## config.mk

```make
export PLATFORM = sky130hd
export DESIGN_NAME = sprite_position_ctrl_flat
export DESIGN_NICKNAME = d
export VERILOG_FILES = /design/src/rtl/video_pkg.sv /design/src/rtl/sprite_position_ctrl_if.sv /design/src/rtl/sprite_position_ctrl_axis_smoother.sv /design/src/rtl/sprite_position_ctrl.sv /design/src/flat_wrapper.sv
export SDC_FILE = /design/constraint.sdc
export NUM_CORES = 1
export LEC_CHECK = 0
export CORE_MARGIN = 5
export CORE_UTILIZATION = 55
export DETAILED_ROUTE_END_ITERATION = 8
export PLACE_DENSITY = 0.79
export SYNTH_ARGS = -nofsm -noshare
export SYNTH_HDL_FRONTEND = slang
export SYNTH_SLANG_ARGS = --single-unit
```

## constraint.sdc

```tcl
create_clock -name pixel_clk_in -period 17.95 [get_ports pixel_clk_in]
set_input_delay 2.6925 -clock pixel_clk_in [delete_from_list [all_inputs] [get_ports pixel_clk_in]]
set_output_delay 2.6925 -clock pixel_clk_in [all_outputs]
set_load 0.05 [all_outputs]
```

## src/rtl/video_pkg.sv

```systemverilog
// rtl/video_pkg.sv - shared video types, screen defaults and FSM state encoding
package video_pkg;

  localparam int DEFAULT_SCREEN_W = 1280;
  localparam int DEFAULT_SCREEN_H = 720;
  localparam int RAW_W            = 12;

  typedef logic [10:0] hcount_t;
  typedef logic [9:0]  vcount_t;

  typedef enum logic [1:0] {
    IDLE     = 2'd0,
    TRACK    = 2'd1,
    HOLD     = 2'd2,
    RECENTER = 2'd3
  } pos_state_t;

endpackage

```

## src/rtl/sprite_position_ctrl_if.sv

```systemverilog
// rtl/sprite_position_ctrl_if.sv - timing, centroid and sprite-position signal bundle
interface sprite_position_ctrl_if;
  import video_pkg::*;

  hcount_t    hcount_in;
  vcount_t    vcount_in;
  hcount_t    centroid_x_in;
  vcount_t    centroid_y_in;
  logic       centroid_valid_in;
  logic       pop_gesture_in;
  hcount_t    x_out;
  vcount_t    y_out;
  logic       pop_out;
  logic       frame_update_out;
  logic [1:0] state_out;

  modport master (
    output hcount_in, vcount_in, centroid_x_in, centroid_y_in,
           centroid_valid_in, pop_gesture_in,
    input  x_out, y_out, pop_out, frame_update_out, state_out
  );

  modport slave (
    input  hcount_in, vcount_in, centroid_x_in, centroid_y_in,
           centroid_valid_in, pop_gesture_in,
    output x_out, y_out, pop_out, frame_update_out, state_out
  );

endinterface

```

## src/rtl/sprite_position_ctrl_axis_smoother.sv

```systemverilog
// rtl/sprite_position_ctrl_axis_smoother.sv - per-axis target clamp and one smoothing step
module axis_smoother
  import video_pkg::*;
#(
  parameter int WIDTH   = 11,
  parameter int MAX_POS = 1024,
  parameter int SHIFT   = 2
) (
  input  logic signed [RAW_W-1:0] i_raw,
  output logic [WIDTH-1:0]        o_clamped,
  input  logic [WIDTH-1:0]        i_target,
  input  logic [WIDTH-1:0]        i_pos,
  input  logic                    i_step_en,
  output logic [WIDTH-1:0]        o_next_pos
);

  localparam logic signed [RAW_W-1:0] RAW_MAX = RAW_W'(MAX_POS);
  localparam logic signed [WIDTH:0]   SMALL   = (WIDTH+1)'(1 << SHIFT);
  localparam logic signed [WIDTH:0]   ONE     = (WIDTH+1)'(1);

  logic signed [WIDTH:0] w_diff;
  logic signed [WIDTH:0] w_mag;
  logic signed [WIDTH:0] w_step;
  logic [WIDTH-1:0]      w_sum;

  always_comb begin
    if (i_raw[RAW_W-1])
      o_clamped = '0;
    else if (i_raw > RAW_MAX)
      o_clamped = WIDTH'(MAX_POS);
    else
      o_clamped = i_raw[WIDTH-1:0];
  end

  assign w_diff = $signed({1'b0, i_target}) - $signed({1'b0, i_pos});
  assign w_mag  = w_diff[WIDTH] ? -w_diff : w_diff;

  // Differences below 2^SHIFT would shift to zero, so nudge by one to converge
  always_comb begin
    w_step = '0;
    if (w_diff == '0)
      w_step = '0;
    else if (w_mag < SMALL)
      w_step = w_diff[WIDTH] ? '1 : ONE;
    else
      w_step = w_diff >>> SHIFT;
  end

  assign w_sum      = WIDTH'($signed({1'b0, i_pos}) + w_step);
  assign o_next_pos = i_step_en ? w_sum : i_pos;

endmodule

```

## src/rtl/sprite_position_ctrl.sv

```systemverilog
// rtl/sprite_position_ctrl.sv - frame-synchronous sprite position, recentre and pop control
module sprite_position_ctrl
  import video_pkg::*;
#(
  parameter int SCREEN_W     = DEFAULT_SCREEN_W,
  parameter int SCREEN_H     = DEFAULT_SCREEN_H,
  parameter int SPRITE_W     = 256,
  parameter int SPRITE_H     = 256,
  parameter int SMOOTH_SHIFT = 2,
  parameter int LOST_FRAMES  = 30,
  parameter int POP_HOLD     = 8
) (
  input logic             pixel_clk_in,
  input logic             rst_in,
  sprite_position_ctrl_if.slave bus
);

  localparam int      X_MAX    = SCREEN_W - SPRITE_W;
  localparam int      Y_MAX    = SCREEN_H - SPRITE_H;
  localparam hcount_t X_CENTRE = hcount_t'(X_MAX / 2);
  localparam vcount_t Y_CENTRE = vcount_t'(Y_MAX / 2);
  localparam int      LOST_W   = $clog2(LOST_FRAMES + 1);
  localparam int      POP_W    = $clog2(POP_HOLD + 1);

  pos_state_t        r_state;
  hcount_t           r_x, r_tgt_x;
  vcount_t           r_y, r_tgt_y;
  logic              r_seen, r_pop_seen, r_pop, r_frame_update;
  logic [LOST_W-1:0] r_lost_cnt;
  logic [POP_W-1:0]  r_pop_cnt;

  logic                    w_frame_tick, w_step_en;
  logic signed [RAW_W-1:0] w_raw_x, w_raw_y;
  hcount_t                 w_clamp_x, w_aim_x, w_next_x;
  vcount_t                 w_clamp_y, w_aim_y, w_next_y;

  assign w_frame_tick = (bus.hcount_in == '0) && (bus.vcount_in == vcount_t'(SCREEN_H));
  assign w_raw_x = $signed(RAW_W'(bus.centroid_x_in)) - $signed(RAW_W'(SPRITE_W / 2));
  assign w_raw_y = $signed(RAW_W'(bus.centroid_y_in)) - $signed(RAW_W'(SPRITE_H / 2));

  // A fresh sample during RECENTER aims at the hand; otherwise RECENTER aims at centre
  assign w_aim_x   = (r_state == RECENTER && !r_seen) ? X_CENTRE : r_tgt_x;
  assign w_aim_y   = (r_state == RECENTER && !r_seen) ? Y_CENTRE : r_tgt_y;
  assign w_step_en = w_frame_tick && (r_seen || r_state == RECENTER);

  axis_smoother #(.WIDTH(11), .MAX_POS(X_MAX), .SHIFT(SMOOTH_SHIFT)) u_smooth_x (
    .i_raw(w_raw_x), .o_clamped(w_clamp_x), .i_target(w_aim_x),
    .i_pos(r_x), .i_step_en(w_step_en), .o_next_pos(w_next_x)
  );

  axis_smoother #(.WIDTH(10), .MAX_POS(Y_MAX), .SHIFT(SMOOTH_SHIFT)) u_smooth_y (
    .i_raw(w_raw_y), .o_clamped(w_clamp_y), .i_target(w_aim_y),
    .i_pos(r_y), .i_step_en(w_step_en), .o_next_pos(w_next_y)
  );

  always_ff @(posedge pixel_clk_in) begin
    if (rst_in) begin
      r_state        <= IDLE;
      r_x            <= X_CENTRE;
      r_y            <= Y_CENTRE;
      r_tgt_x        <= X_CENTRE;
      r_tgt_y        <= Y_CENTRE;
      r_seen         <= 1'b0;
      r_pop_seen     <= 1'b0;
      r_pop          <= 1'b0;
      r_frame_update <= 1'b0;
      r_lost_cnt     <= '0;
      r_pop_cnt      <= '0;
    end else begin
      r_frame_update <= w_frame_tick;
      if (bus.centroid_valid_in) begin
        r_tgt_x    <= w_clamp_x;
        r_tgt_y    <= w_clamp_y;
        r_pop_seen <= bus.pop_gesture_in;
      end
      if (w_frame_tick) begin
        // The tick consumes the previous frame's seen; a coincident sample arms the next frame
        r_seen <= bus.centroid_valid_in;
        r_x    <= w_next_x;
        r_y    <= w_next_y;
        if (r_seen && r_pop_seen) begin
          if (r_pop_cnt != POP_W'(POP_HOLD))
            r_pop_cnt <= r_pop_cnt + POP_W'(1);
          r_pop <= (r_pop_cnt >= POP_W'(POP_HOLD - 1));
        end else begin
          r_pop_cnt <= '0;
          r_pop     <= 1'b0;
        end
        case (r_state)
          IDLE: begin
            if (r_seen) begin
              r_state    <= TRACK;
              r_lost_cnt <= '0;
            end
          end
          TRACK: begin
            if (r_seen) begin
              r_lost_cnt <= '0;
            end else begin
              r_state    <= HOLD;
              r_lost_cnt <= LOST_W'(1);
            end
          end
          HOLD: begin
            if (r_seen) begin
              r_state    <= TRACK;
              r_lost_cnt <= '0;
            end else begin
              r_lost_cnt <= r_lost_cnt + LOST_W'(1);
              if (r_lost_cnt == LOST_W'(LOST_FRAMES - 1)) begin
                r_state   <= RECENTER;
                r_pop     <= 1'b0;
                r_pop_cnt <= '0;
              end
            end
          end
          RECENTER: begin
            r_lost_cnt <= '0;
            if (r_seen)
              r_state <= TRACK;
            else if (w_next_x == X_CENTRE && w_next_y == Y_CENTRE)
              r_state <= IDLE;
          end
          default: r_state <= IDLE;
        endcase
      end else if (bus.centroid_valid_in) begin
        r_seen <= 1'b1;
      end
    end
  end

  assign bus.x_out            = r_x;
  assign bus.y_out            = r_y;
  assign bus.pop_out          = r_pop;
  assign bus.frame_update_out = r_frame_update;
  assign bus.state_out        = r_state;

endmodule

```

## src/flat_wrapper.sv

```systemverilog
// flat-port wrapper written by rule: the top's interface ports become plain ports
module sprite_position_ctrl_flat import video_pkg::*;
#(
  parameter int SCREEN_W     = DEFAULT_SCREEN_W,
  parameter int SCREEN_H     = DEFAULT_SCREEN_H,
  parameter int SPRITE_W     = 256,
  parameter int SPRITE_H     = 256,
  parameter int SMOOTH_SHIFT = 2,
  parameter int LOST_FRAMES  = 30,
  parameter int POP_HOLD     = 8
)
  (pixel_clk_in, rst_in, bus_hcount_in, bus_vcount_in, bus_centroid_x_in, bus_centroid_y_in, bus_centroid_valid_in, bus_pop_gesture_in, bus_x_out, bus_y_out, bus_pop_out, bus_frame_update_out, bus_state_out);
  sprite_position_ctrl_if bus_i ();
  input logic pixel_clk_in;
  input logic rst_in;
  input wire logic [$bits(bus_i.hcount_in)-1:0] bus_hcount_in;
  input wire logic [$bits(bus_i.vcount_in)-1:0] bus_vcount_in;
  input wire logic [$bits(bus_i.centroid_x_in)-1:0] bus_centroid_x_in;
  input wire logic [$bits(bus_i.centroid_y_in)-1:0] bus_centroid_y_in;
  input wire logic [$bits(bus_i.centroid_valid_in)-1:0] bus_centroid_valid_in;
  input wire logic [$bits(bus_i.pop_gesture_in)-1:0] bus_pop_gesture_in;
  output wire logic [$bits(bus_i.x_out)-1:0] bus_x_out;
  output wire logic [$bits(bus_i.y_out)-1:0] bus_y_out;
  output wire logic [$bits(bus_i.pop_out)-1:0] bus_pop_out;
  output wire logic [$bits(bus_i.frame_update_out)-1:0] bus_frame_update_out;
  output wire logic [$bits(bus_i.state_out)-1:0] bus_state_out;
  assign bus_i.hcount_in = bus_hcount_in;
  assign bus_i.vcount_in = bus_vcount_in;
  assign bus_i.centroid_x_in = bus_centroid_x_in;
  assign bus_i.centroid_y_in = bus_centroid_y_in;
  assign bus_i.centroid_valid_in = bus_centroid_valid_in;
  assign bus_i.pop_gesture_in = bus_pop_gesture_in;
  assign bus_x_out = bus_i.x_out;
  assign bus_y_out = bus_i.y_out;
  assign bus_pop_out = bus_i.pop_out;
  assign bus_frame_update_out = bus_i.frame_update_out;
  assign bus_state_out = bus_i.state_out;
  sprite_position_ctrl #(.SCREEN_W(SCREEN_W), .SCREEN_H(SCREEN_H), .SPRITE_W(SPRITE_W), .SPRITE_H(SPRITE_H), .SMOOTH_SHIFT(SMOOTH_SHIFT), .LOST_FRAMES(LOST_FRAMES), .POP_HOLD(POP_HOLD)) u_core (.pixel_clk_in(pixel_clk_in), .rst_in(rst_in), .bus(bus_i));
endmodule
```

## Yosys cells after proc, flatten, opt, wreduce, memory -nomap -nowiden

Cells that the tools add are included.

| operators by class | value |
|---|---|
| add/sub/neg operators | 10 |
| magnitude comparators | 5 |
| eq/ne operators | 12 |
| multiplexer cells | 38 |
| reductions and logical operators | 14 |

Operators with widths:

| operator | number |
|---|---|
| 2-to-1 mux 11 bit | 8 |
| 2-to-1 mux 10 bit | 7 |
| logical NOT 11 bit | 2 |
| 2-to-1 mux 4 bit | 5 |
| case mux 5 bit (4 select lines) | 1 |
| greater-than comparator 12 x 10 -> 1 bit (second input constant) | 1 |
| greater-than comparator 12 bit (second input constant) | 1 |
| logical NOT 12 bit | 1 |
| < comparator 12 x 4 -> 1 bit (second input constant) | 1 |
| 2-to-1 mux 12 bit | 1 |
| 2-to-1 mux 2 bit | 6 |
| negator 12 bit | 1 |
| subtractor 11 x 11 -> 12 bit | 1 |
| subtractor 11 x 8 -> 12 bit (second input constant) | 1 |
| adder 11 bit | 1 |
| == test 11 x 10 -> 1 bit (second input constant) | 1 |
| < comparator 11 x 4 -> 1 bit (second input constant) | 1 |
| negator 11 bit | 1 |
| subtractor 10 x 10 -> 11 bit | 1 |
| subtractor 10 x 8 -> 11 bit (second input constant) | 1 |
| adder 10 bit | 1 |
| == test 10 bit (second input constant) | 1 |
| == test 10 x 8 -> 1 bit (second input constant) | 1 |
| 2-to-1 mux 5 bit | 2 |
| 20 further kinds | 31 |

| word-level totals | value |
|---|---|
| bits in registers | 57 |
| bits of input ports | 46 |
| output and inout bits | 25 |
| logic and storage cells | 90 |

## Logic depth before layout (Yosys ltp)

Gate-level depths: netlist of the first run.

| logic depth | value |
|---|---|
| depth after elaboration | 16 |
| mapped depth | 29 |
| depth with buffers taken out | 27 |

## Hierarchy

A second synthesis of the first run with hierarchy kept.

| second synthesis, totals | value |
|---|---|
| cells, all modules | 753 |
| area total of the unflattened synthesis | 5680.4 µm² |

Modules (own cells, without submodules):

| module | times used | cells an instance | area each (µm²) | seq. area each (µm²) |
|---|---|---|---|---|
| sprite_position_ctrl | 1 | 319 | 2667.6 | 1141.1 |
| axis_smoother at u_core.u_smooth_x | 1 | 222 | 1542.7 | 0.0 |
| axis_smoother at u_core.u_smooth_y | 1 | 212 | 1470.2 | 0.0 |

## Least setup slack after synthesis of the first run

No wires, ideal clock.

| timing | value |
|---|---|
| path kind | register to register |
| start point | reg u_core.r_state[0] (netlist: u_core.bus.state_out[0]) |
| end point | reg u_core.r_state[1] (netlist: u_core.bus.state_out[1]) |
| library setup time | 0.074 ns |
| data arrival time | 6.791 ns |
| data required time | 17.876 ns |
| slack | 11.085 ns |
| stages on the path, launching flop included | 27 |
| path buffers | 1 |
| clock period less this slack | 6.865 ns |
| cells stage by stage | dfxtp_1 -> ha_1 -> nand2_1 -> clkbuf_1 -> nand2_1 -> ha_1 -> inv_1 -> fa_1 -> a21o_1 -> a21oi_1 -> xnor2_1 -> or4b_2 -> nor3_1 -> a31oi_1 -> xor2_1 -> nand2_1 -> mux2_2 -> ha_1 -> nor2b_1 -> o2111ai_1 -> a31oi_1 -> a311o_1 -> nor4_1 -> nor2_1 -> or4b_1 -> or4b_1 -> a31oi_1 |

| between the ends | value |
|---|---|
| word-level cells in the longest chain between the ends | 15 |
| elaborated cells between the ends (all ways) | 38 |
| those cells by class | add/sub (6); order compare (2); eq/ne (9); mux (13); reduce/logical (8) |

Ends and longest elaborated chain:

| item | line | text |
|---|---|---|
| start: declaration | sprite_position_ctrl.sv:25 | `pos_state_t r_state;` |
| start signal: assignment | sprite_position_ctrl.sv:58 | `r_state <= IDLE;` |
| start signal: assignment | sprite_position_ctrl.sv:92 | `r_state <= TRACK;` |
| start signal: assignment | sprite_position_ctrl.sv:100 | `r_state <= HOLD;` |
| == test 2 bit | -- |  |
| logical AND 1 bit | sprite_position_ctrl.sv:42, sprite_position_ctrl.sv:43 |  |
| 2-to-1 mux 11 bit / 2-to-1 mux 10 bit (equally long branches) | sprite_position_ctrl.sv:42, sprite_position_ctrl.sv:43 |  |
| subtractor 11 x 11 -> 12 bit / subtractor 10 x 10 -> 11 bit (equally long branches) | sprite_position_ctrl_axis_smoother.sv:35 | `assign w_diff = $signed({1'b0, i_target}) - $signed({1'b0, i_pos});` |
| negator 12 bit / negator 11 bit (equally long branches) | sprite_position_ctrl_axis_smoother.sv:36 | `assign w_mag = w_diff[WIDTH] ? -w_diff : w_diff;` |
| 2-to-1 mux 12 bit / 2-to-1 mux 11 bit (equally long branches) | sprite_position_ctrl_axis_smoother.sv:36 |  |
| < comparator 12 x 4 -> 1 bit / < comparator 11 x 4 -> 1 bit (equally long branches) | sprite_position_ctrl_axis_smoother.sv:43 | `else if (w_mag < SMALL)` |
| 2-to-1 mux 11 bit / 2-to-1 mux 10 bit (equally long branches) | sprite_position_ctrl_axis_smoother.sv:43 |  |
| 2-to-1 mux 11 bit / 2-to-1 mux 10 bit (equally long branches) | sprite_position_ctrl_axis_smoother.sv:41 | `if (w_diff == '0)` |
| adder 11 bit / adder 10 bit (equally long branches) | sprite_position_ctrl_axis_smoother.sv:49 | `assign w_sum = WIDTH'($signed({1'b0, i_pos}) + w_step);` |
| 2-to-1 mux 11 bit / 2-to-1 mux 10 bit (equally long branches) | sprite_position_ctrl_axis_smoother.sv:50 | `assign o_next_pos = i_step_en ? w_sum : i_pos;` |
| == test 11 x 10 -> 1 bit / == test 10 x 8 -> 1 bit (equally long branches) | sprite_position_ctrl.sv:121 | `else if (w_next_x == X_CENTRE && w_next_y == Y_CENTRE)` |
| logical AND 1 bit | sprite_position_ctrl.sv:121 |  |
| != test 3 x 2 -> 1 bit (no source line) | -- |  |
| AND reduction 5 bit (no source line) | -- |  |

Parallel ways exist; a longest one is shown, timed or not.
A chain may end at the register's enable or synchronous reset.

## Worst setup path after layout of the first run

Same ends and word-level chain as after synthesis.

==> results of run 1 <==
logic make-up (layout without fill, tap and decap cells):
kind of cell / after synthesis / after routing / synth area share [%]
AO/OA/AOI/OAI: 169 / 169 / 22.34
XOR/XNOR: 30 / 30 / 5.144
adder cells (fa/ha/maj): 55 / 55 / 14.06
buffers and inverters: 70 / 141 / 5.169
flip-flops: 57 / 57 / 22.34
multiplexers: 14 / 14 / 2.891
AND/OR/NAND/NOR: 270 / 270 / 28.05
worst paths after layout:
check,slack [ps],endpoint,cells past startpoint,from
worst max-delay path,10350,u_core.bus.state_out[1],24,u_core.bus.state_out[0]
worst min-delay path,460,u_core.r_tgt_y[9],1,u_core.r_tgt_y[9]
worst max register to register,10350,u_core.bus.state_out[1],24,u_core.bus.state_out[0]
worst min register to register,460,u_core.r_tgt_y[9],1,u_core.r_tgt_y[9]
synth_stat cells (10+ instances only):
cell type,number,area share (%)
clkbuf_1,18,1.3
a211oi_1,10,1.5
nand2b_1,11,1.3
nand3_1,14,1.4
nand2_1,66,4.9
nor2_1,55,4.0
a21oi_1,47,4.6
nor4_1,16,2.0
xor2_1,13,2.2
a21o_1,12,1.8
nor3_1,16,1.6
nor2b_1,19,2.3
nand4_1,11,1.3
ha_1,51,12
xnor2_1,17,2.9
o21ai_0,29,2.8
a22o_1,10,1.7
inv_1,51,3.7
dfxtp_1,57,22
and2_1,19,2.3
sequential cells by signal, summed over array words and instances (netlist names):
register	flops
u_core.bus.state_out	2
u_core.r_pop_cnt	4
u_core.r_seen	1
u_core.r_lost_cnt	5
u_core.bus.pop_out	1
u_core.r_tgt_y	10
u_core.bus.x_out	11
u_core.r_pop_seen	1
u_core.bus.y_out	10
u_core.bus.frame_update_out	1
u_core.r_tgt_x	11
metal layers:
metal / share of wire [%] / global-route usage [%] / routed length (µm)
met1: 42 / 31.31 / 5894
met2: 49 / 43.44 / 6885
met4: 1.6 / 7.123 / 225
met5: 0 / 0 / 0
met3: 7.1 / 6.011 / 996
power by group through the flow:
stage                     combinational [mW]  clock (mW)  sequential (mW)
after CTS                              0.137       0.121            0.131
after global routing                   0.153       0.128            0.131
final                                  0.139       0.120            0.131
after global placement                 0.133           0            0.134
after detailed placement               0.136           0            0.134
after floorplan                        0.101           0            0.133
area by class of cell:
type	count	area, µm²
repair buffers	74	730.7
inverters	51	191.4
well taps	111	138.9
fillers	797	3045
multi-input cells	538	3710
flip-flops and latches	57	1141
clock inverters	6	67.56
clock buffers	10	127.6
critical path, delay by kind of cell (launching register included):
| family | cells | cell delay (ps) |
|---|---|---|
| fa+ha+maj | 4 | 1140 |
| flops | 1 | 440 |
| xor+xnor | 3 | 520 |
| compound gates | 6 | 1450 |
| mux | 1 | 390 |
| buf+inv | 1 | 60 |
| simple gates | 9 | 3520 |
==> results.md, run 1 <==
- Flop pwr share: around 34%
- Post-CTS Resized: 0
- H-tree depth: 3
- Area Growth Syn to Fin: 19.57%
- Pre-CTS setup slack: around 10000 ps
- Vias in the first global route: between 4k and 5k
- WL per Instance: around 17 µm
- Worst EP required: between 15000 and 20000 ps
- Max IR drop VDD: 0.04289 mV
- Clk buf depth: 2
- Fin crit share: approximately 42%
- Clk_lat worst skew: about 340 ps
- Pwr Density: 63.77 nW/µm²
- Root buffer cell: clkbuf_8
- Post-route ant nets: 0
- Fmax: ~0.13 GHz
- Post-synthesis sequential area ratio: between 20% and 30%
- Buffer count from post-CTS setup fixing: 0
- Share of cells above drive strength 1: roughly 6%
- Initial Util: between 50% and 60%
- Flops & latches, synth: 57
- Slew headroom: around two fifths
- Post-layout util: 66.73%
- HPWL Detailed: ~11 mm
- Post-DP Area: roughly 5900 µm²
- Number of port buffers: 70
- Initial antenna violation count: 0
- Hold slack: 459.5 ps
- Most frequent cells in the layout: clkdlybuf4s50_1 (70), nand2_1 (66), dfxtp_1 (57), nor2_1 (55)
- Switching power total: ~130 µW
- Via density: 6.093
- Critical Path Slowest Stage Cell: or4b_2
- Hold Buf Count CTS: 0
- Width of the die: roughly 110 µm
- GPL Wtd Cong: approximately 0.93
- Die area: 11310 µm²
- Max-cap violations: 0
- # diodes: 0
- PnR worst setup slack: about 10000 ps
- Critical-path cell list: ha_1 -> nand2_1 -> nand2_1 -> ha_1 -> inv_1 -> fa_1 -> a21o_1 -> a21oi_1 -> xnor2_1 -> or4b_2 -> nor3_1 -> a31oi_1 -> xor2_1 -> nand2_1 -> mux2_2 -> ha_1 -> a211oi_1 -> nor2_1 -> xnor2_1 -> or4_4 -> o41ai_2 -> or4b_1 -> or4b_1 -> a31oi_1
- Yosys cell types: 65
- Ports: 71
- Synth Instances: roughly 670
- Clk network pwr share: just over 30%
- Clock-pin slew on the worst setup and hold paths: 70 ps
- Leakage: around 2.5 nW
- Final Hold Violating Endpoints: 0
- Iteration-0 DRC Markers: 260
- Final Max Slew Viols: 0
- Final TNS setup: 0 ps
- Post-Layout Cell Count: ~850
- Total gr overflow: 0
- CP peak stage delay: 650 ps
- Outcome: complete, no violations
- Largest net degree at the start of global routing: 31
- Post-layout total power: 389.5 µW
- CP endpoint kind: register
- Total iterations of the first detailed-routing run: 5
- Final setup fails: 0
- TritonCTS clock tree: built
- Skew final: 12.80 ps
- Sw Share: around a third
- Fraction of registers with async set/reset: 0%
- CP Max Fanout: 24
- Class of the most critical setup path: reg2reg
- Clock Sinks: 57
- Syn avg cell area: just under 8 µm²
- Synth Warn #: 0
- # DRC: 0
- RSZ-0062 raised after global routing: no
- Combinational share of power: 35.6%
- Core Rows: 35
- Design area: approximately 6100 µm²
- Data arrival, critical path: approximately 7900 ps
- First-pass GRT wire length: approximately 23 mm
- Global-route usage over all layers: about 25%
- Commonest non-fill, non-tap cell in the layout: clkdlybuf4s50_1
- Critical Path Source Type: register
- Internal Power: approximately 250 µW
- Post-synthesis cell area: a little over 5000 µm²
- Measured slew at the worst slew-check pin: 905.9 ps
- Die Height: 106.4 µm
- Core area: 9153 µm²
- Min-Delay Path Class: reg2reg
- Final min period: around 7600 ps
- EDFF count, synth: 0
- CTS Buf Count: 9
- Syn_nets: 766
- Via Count: roughly 5.2k
- Cell total after placement: about 830
- Routed wire length: 14.00 mm
- Final nets: between 800 and 900
- Ys flop type: dfxtp_1
Note: power is estimated with default switching activity, not from simulation.
==> run 2, diff against run 1 <==
--- a/config.mk
+++ b/config.mk
@@ -6,9 +6,9 @@
 export NUM_CORES = 1
 export LEC_CHECK = 0
 export CORE_MARGIN = 5
-export CORE_UTILIZATION = 55
+export CORE_UTILIZATION = 51
 export DETAILED_ROUTE_END_ITERATION = 8
-export PLACE_DENSITY = 0.79
+export PLACE_DENSITY = 0.77
 export SYNTH_ARGS = -nofsm -noshare
 export SYNTH_HDL_FRONTEND = slang
 export SYNTH_SLANG_ARGS = --single-unit
==> constraint.sdc (replaced) <==
create_clock -name pixel_clk_in -period 6.9 [get_ports pixel_clk_in]
set_input_delay 1.035 -clock pixel_clk_in [delete_from_list [all_inputs] [get_ports pixel_clk_in]]
set_output_delay 1.035 -clock pixel_clk_in [all_outputs]
set_load 0.05 [all_outputs]
==> results.md, run 2 (synthesized netlist as in run 1, its figures left out) <==
- Crit path from: u_core.bus.state_out[0]
- Switching power total: 357.7 µW (+170%)
- Width of the die: 110.1 µm (+3.5%)
- Fillers: 867 (+8.8%)
- Clock-pin slew on the worst setup and hold paths: 70 ps (about the same)
- Flop pwr share: 32.4% (-1.3 points)
- Clk buf depth: 2 (unchanged)
- Class of the most critical setup path: reg2reg
- End of the critical path: u_core.bus.state_out[1]
- Pwr Density: 165.5 nW/µm² (+160%)
- Total gr overflow: 0 (unchanged)
- Crit Reg-Reg Endpoint: u_core.bus.state_out[1]
- R2r worst-path depth: 26 (+8.3%)
- Data arrival, critical path: 6850 ps (-1010 ps)
- GPL Wtd Cong: 0.9414 (+1.4%)
- Sw Share: 34.01% (-0.57 points)
- Most frequent cells in the layout: clkdlybuf4s50_1 (70), nand2_1 (65), dfxtp_1 (57), nor2_1 (55), inv_1 (51)
- Post-layout total power: 1.052 mW (+170%)
- Clock Sinks: 57 (unchanged)
- Final setup fails: 0 (unchanged)
- Largest net degree at the start of global routing: 46 (+48%)
- Hold slack: 458.3 ps (-1.204 ps)
- Global-route usage over all layers: 23.60% (-1.6 points)
- Skew final: 10.08 ps (-2.722 ps)
- Critical Path Source Type: register
- # diodes: 0 (unchanged)
- Total iterations of the first detailed-routing run: 5 (unchanged)
- Post-route ant nets: 0 (unchanged)
- Fin crit share: 95.40% (+53 points)
- H-tree depth: 3 (unchanged)
- Root buffer cell: clkbuf_8
- Routed wire length: 14.30 mm (+2.1%)
- Core Rows: 36 (+2.9%)
- Die area: 12120 µm² (+7.1%)
- Iteration-0 DRC Markers: 280 (+7.7%)
- Max IR drop VDD: 0.1150 mV (+170%)
- Initial Util: 52.25% (-3.6 points)
- Final nets: 850 (+2.2%)
- CTS Buf Count: 9 (unchanged)
- Outcome: complete, no violations
- Post-layout util: 65.03% (-1.7 points)
- Die Height: 110.1 µm (+3.5%)
- Worst R2R Setup Slack: 320 ps (-10030 ps)
- Fmax: 0.1519 GHz (+15%)
- Final min period: 6583 ps (-1016 ps)
- Initial antenna violation count: 0 (unchanged)
- Ports: 71 (unchanged)
- Internal Power: 694.1 µW (+170%)
- Share of cells above drive strength 1: 10.34% (+4.2 points)
- First-pass GRT wire length: 22.81 mm (-2.0%)
- Via Count: 5232 (+1.4%)
- CP Max Fanout: 13 (-46%)
- Final Hold Violating Endpoints: 0 (unchanged)
- Commonest non-fill, non-tap cell in the layout: clkdlybuf4s50_1
- Min-Delay Path Class: reg2reg
- Clk_lat worst skew: 340 ps (about the same)
- # DRC: 0 (unchanged)
- HPWL Detailed: 11.14 mm (-0.83%)
- Core area: 9774 µm² (+6.8%)
- RR Startpoint: u_core.bus.state_out[0]
- Slew headroom: 38.15% (-1.2 points)
- Worst EP required: 7170 ps (-11040 ps)
- CP endpoint kind: register
- Measured slew at the worst slew-check pin: 924.4 ps (+18.48 ps)
- Final Max Slew Viols: 0 (unchanged)
- Leakage: 2.588 nW (+4.4%)
- Area Growth Syn to Fin: 24.45%
- Combinational share of power: 36.3% (+0.7 points)
- Via density: 5.899 (-3.2%)
- Vias in the first global route: 4994 (+1.3%)
- TritonCTS clock tree: built
- Clk network pwr share: 31.3% (+0.6 points)
- Number of port buffers: 70 (unchanged)
- WL per Instance: 16.12 µm (-2.5%)
- Hold Buf Count CTS: 0 (unchanged)
- Max-cap violations: 0 (unchanged)
[run 2: cell type report]
class / instances / area (µm²) / area share [%]
clock buffer: 12 / 155.1 / 2.441
clock inverter: 4 / 51.30 / 0.8071
inverter: 51 / 191.4 / 3.012
multi-input combinational: 538 / 3785 / 59.55
sequential: 57 / 1141 / 17.95
tap: 133 / 166.4 / 2.618
timing repair buffer: 92 / 865.8 / 13.62
[run 2: power groups by stage]
stage          clock [mW]  combinational, mW  sequential [mW]
2_1_floorplan           0              0.262            0.346
4_1_cts             0.333              0.363            0.341
5_1_grt             0.351              0.419            0.341
3_3_place_gp            0              0.353            0.348
6_report            0.329              0.382            0.341
3_5_place_dp            0              0.361            0.348
[run 2: through the flow]
step                area (µm²)  cells  setup WS, ps  TNS (ps)
finish                    6356    887         317.1         0
global route              6356    887        -31.56    -31.56
CTS                       6266    885         21.41         0
detailed placement        6060    869         68.79         0
global placement          6060    869         245.4         0
floorplan                 5107    665         34.58         0
[run 2: timing repair]
item | in CTS | in global routing
buffers inserted | 0 | 2
gates resized for setup | 0 | 18
endpoints found under the setup margin | 0 | 2
[run 2: how the worst min path moves through the flow]
stage                           start  cells after the start           endpoint  slack (ps)
floorplan           u_core.r_tgt_x[7]                      2  u_core.r_tgt_x[7]         420
global placement    u_core.r_tgt_y[9]                      1  u_core.r_tgt_y[9]         440
detailed placement  u_core.r_tgt_y[9]                      1  u_core.r_tgt_y[9]         440
CTS                 u_core.r_tgt_y[9]                      1  u_core.r_tgt_y[9]         460
global route        u_core.r_tgt_y[9]                      1  u_core.r_tgt_y[9]         480
finish              u_core.r_tgt_y[9]                      1  u_core.r_tgt_y[9]         460
[run 2: layer usage]
layer / track usage, % / wire (µm) / vias to the layer above
met3: 4.718 / 909 / 24
met5: 0 / 0 / -
li1: - / - / 2587
met1: 29.51 / 6222 / 2441
met4: 7.302 / 236 / 0
met2: 40.73 / 6927 / 180
[run 2: critical path: stages, from the launching register on]
cell and delay (ps):
dfxtp_1 350, ha_2 220, nand2_2 90, buf_4 190, and2_1 200, ha_1 270, nor2b_1 120, o21ai_0 290
o211ai_1 160, xor2_1 390, nor3_4 100, buf_4 160, or4_1 520, a21oi_2 170, a21oi_1 100, a211oi_2 180
ha_2 230, inv_1 50, fa_1 420, nor2b_2 160, o22ai_1 100, xnor2_1 180, or4_4 500, o41ai_2 200
or4b_4 510, or4b_1 470, a31oi_1 170
==> run 3, diff against run 2 <==
--- a/config.mk
+++ b/config.mk
@@ -8,6 +8,7 @@
 export CORE_MARGIN = 5
 export CORE_UTILIZATION = 51
 export DETAILED_ROUTE_END_ITERATION = 8
+export GPL_ROUTABILITY_DRIVEN = 1
 export PLACE_DENSITY = 0.77
 export SYNTH_ARGS = -nofsm -noshare
 export SYNTH_HDL_FRONTEND = slang
==> results of run 3 <==
No change in the layout: final DEF, timing and power equal those of run 2.
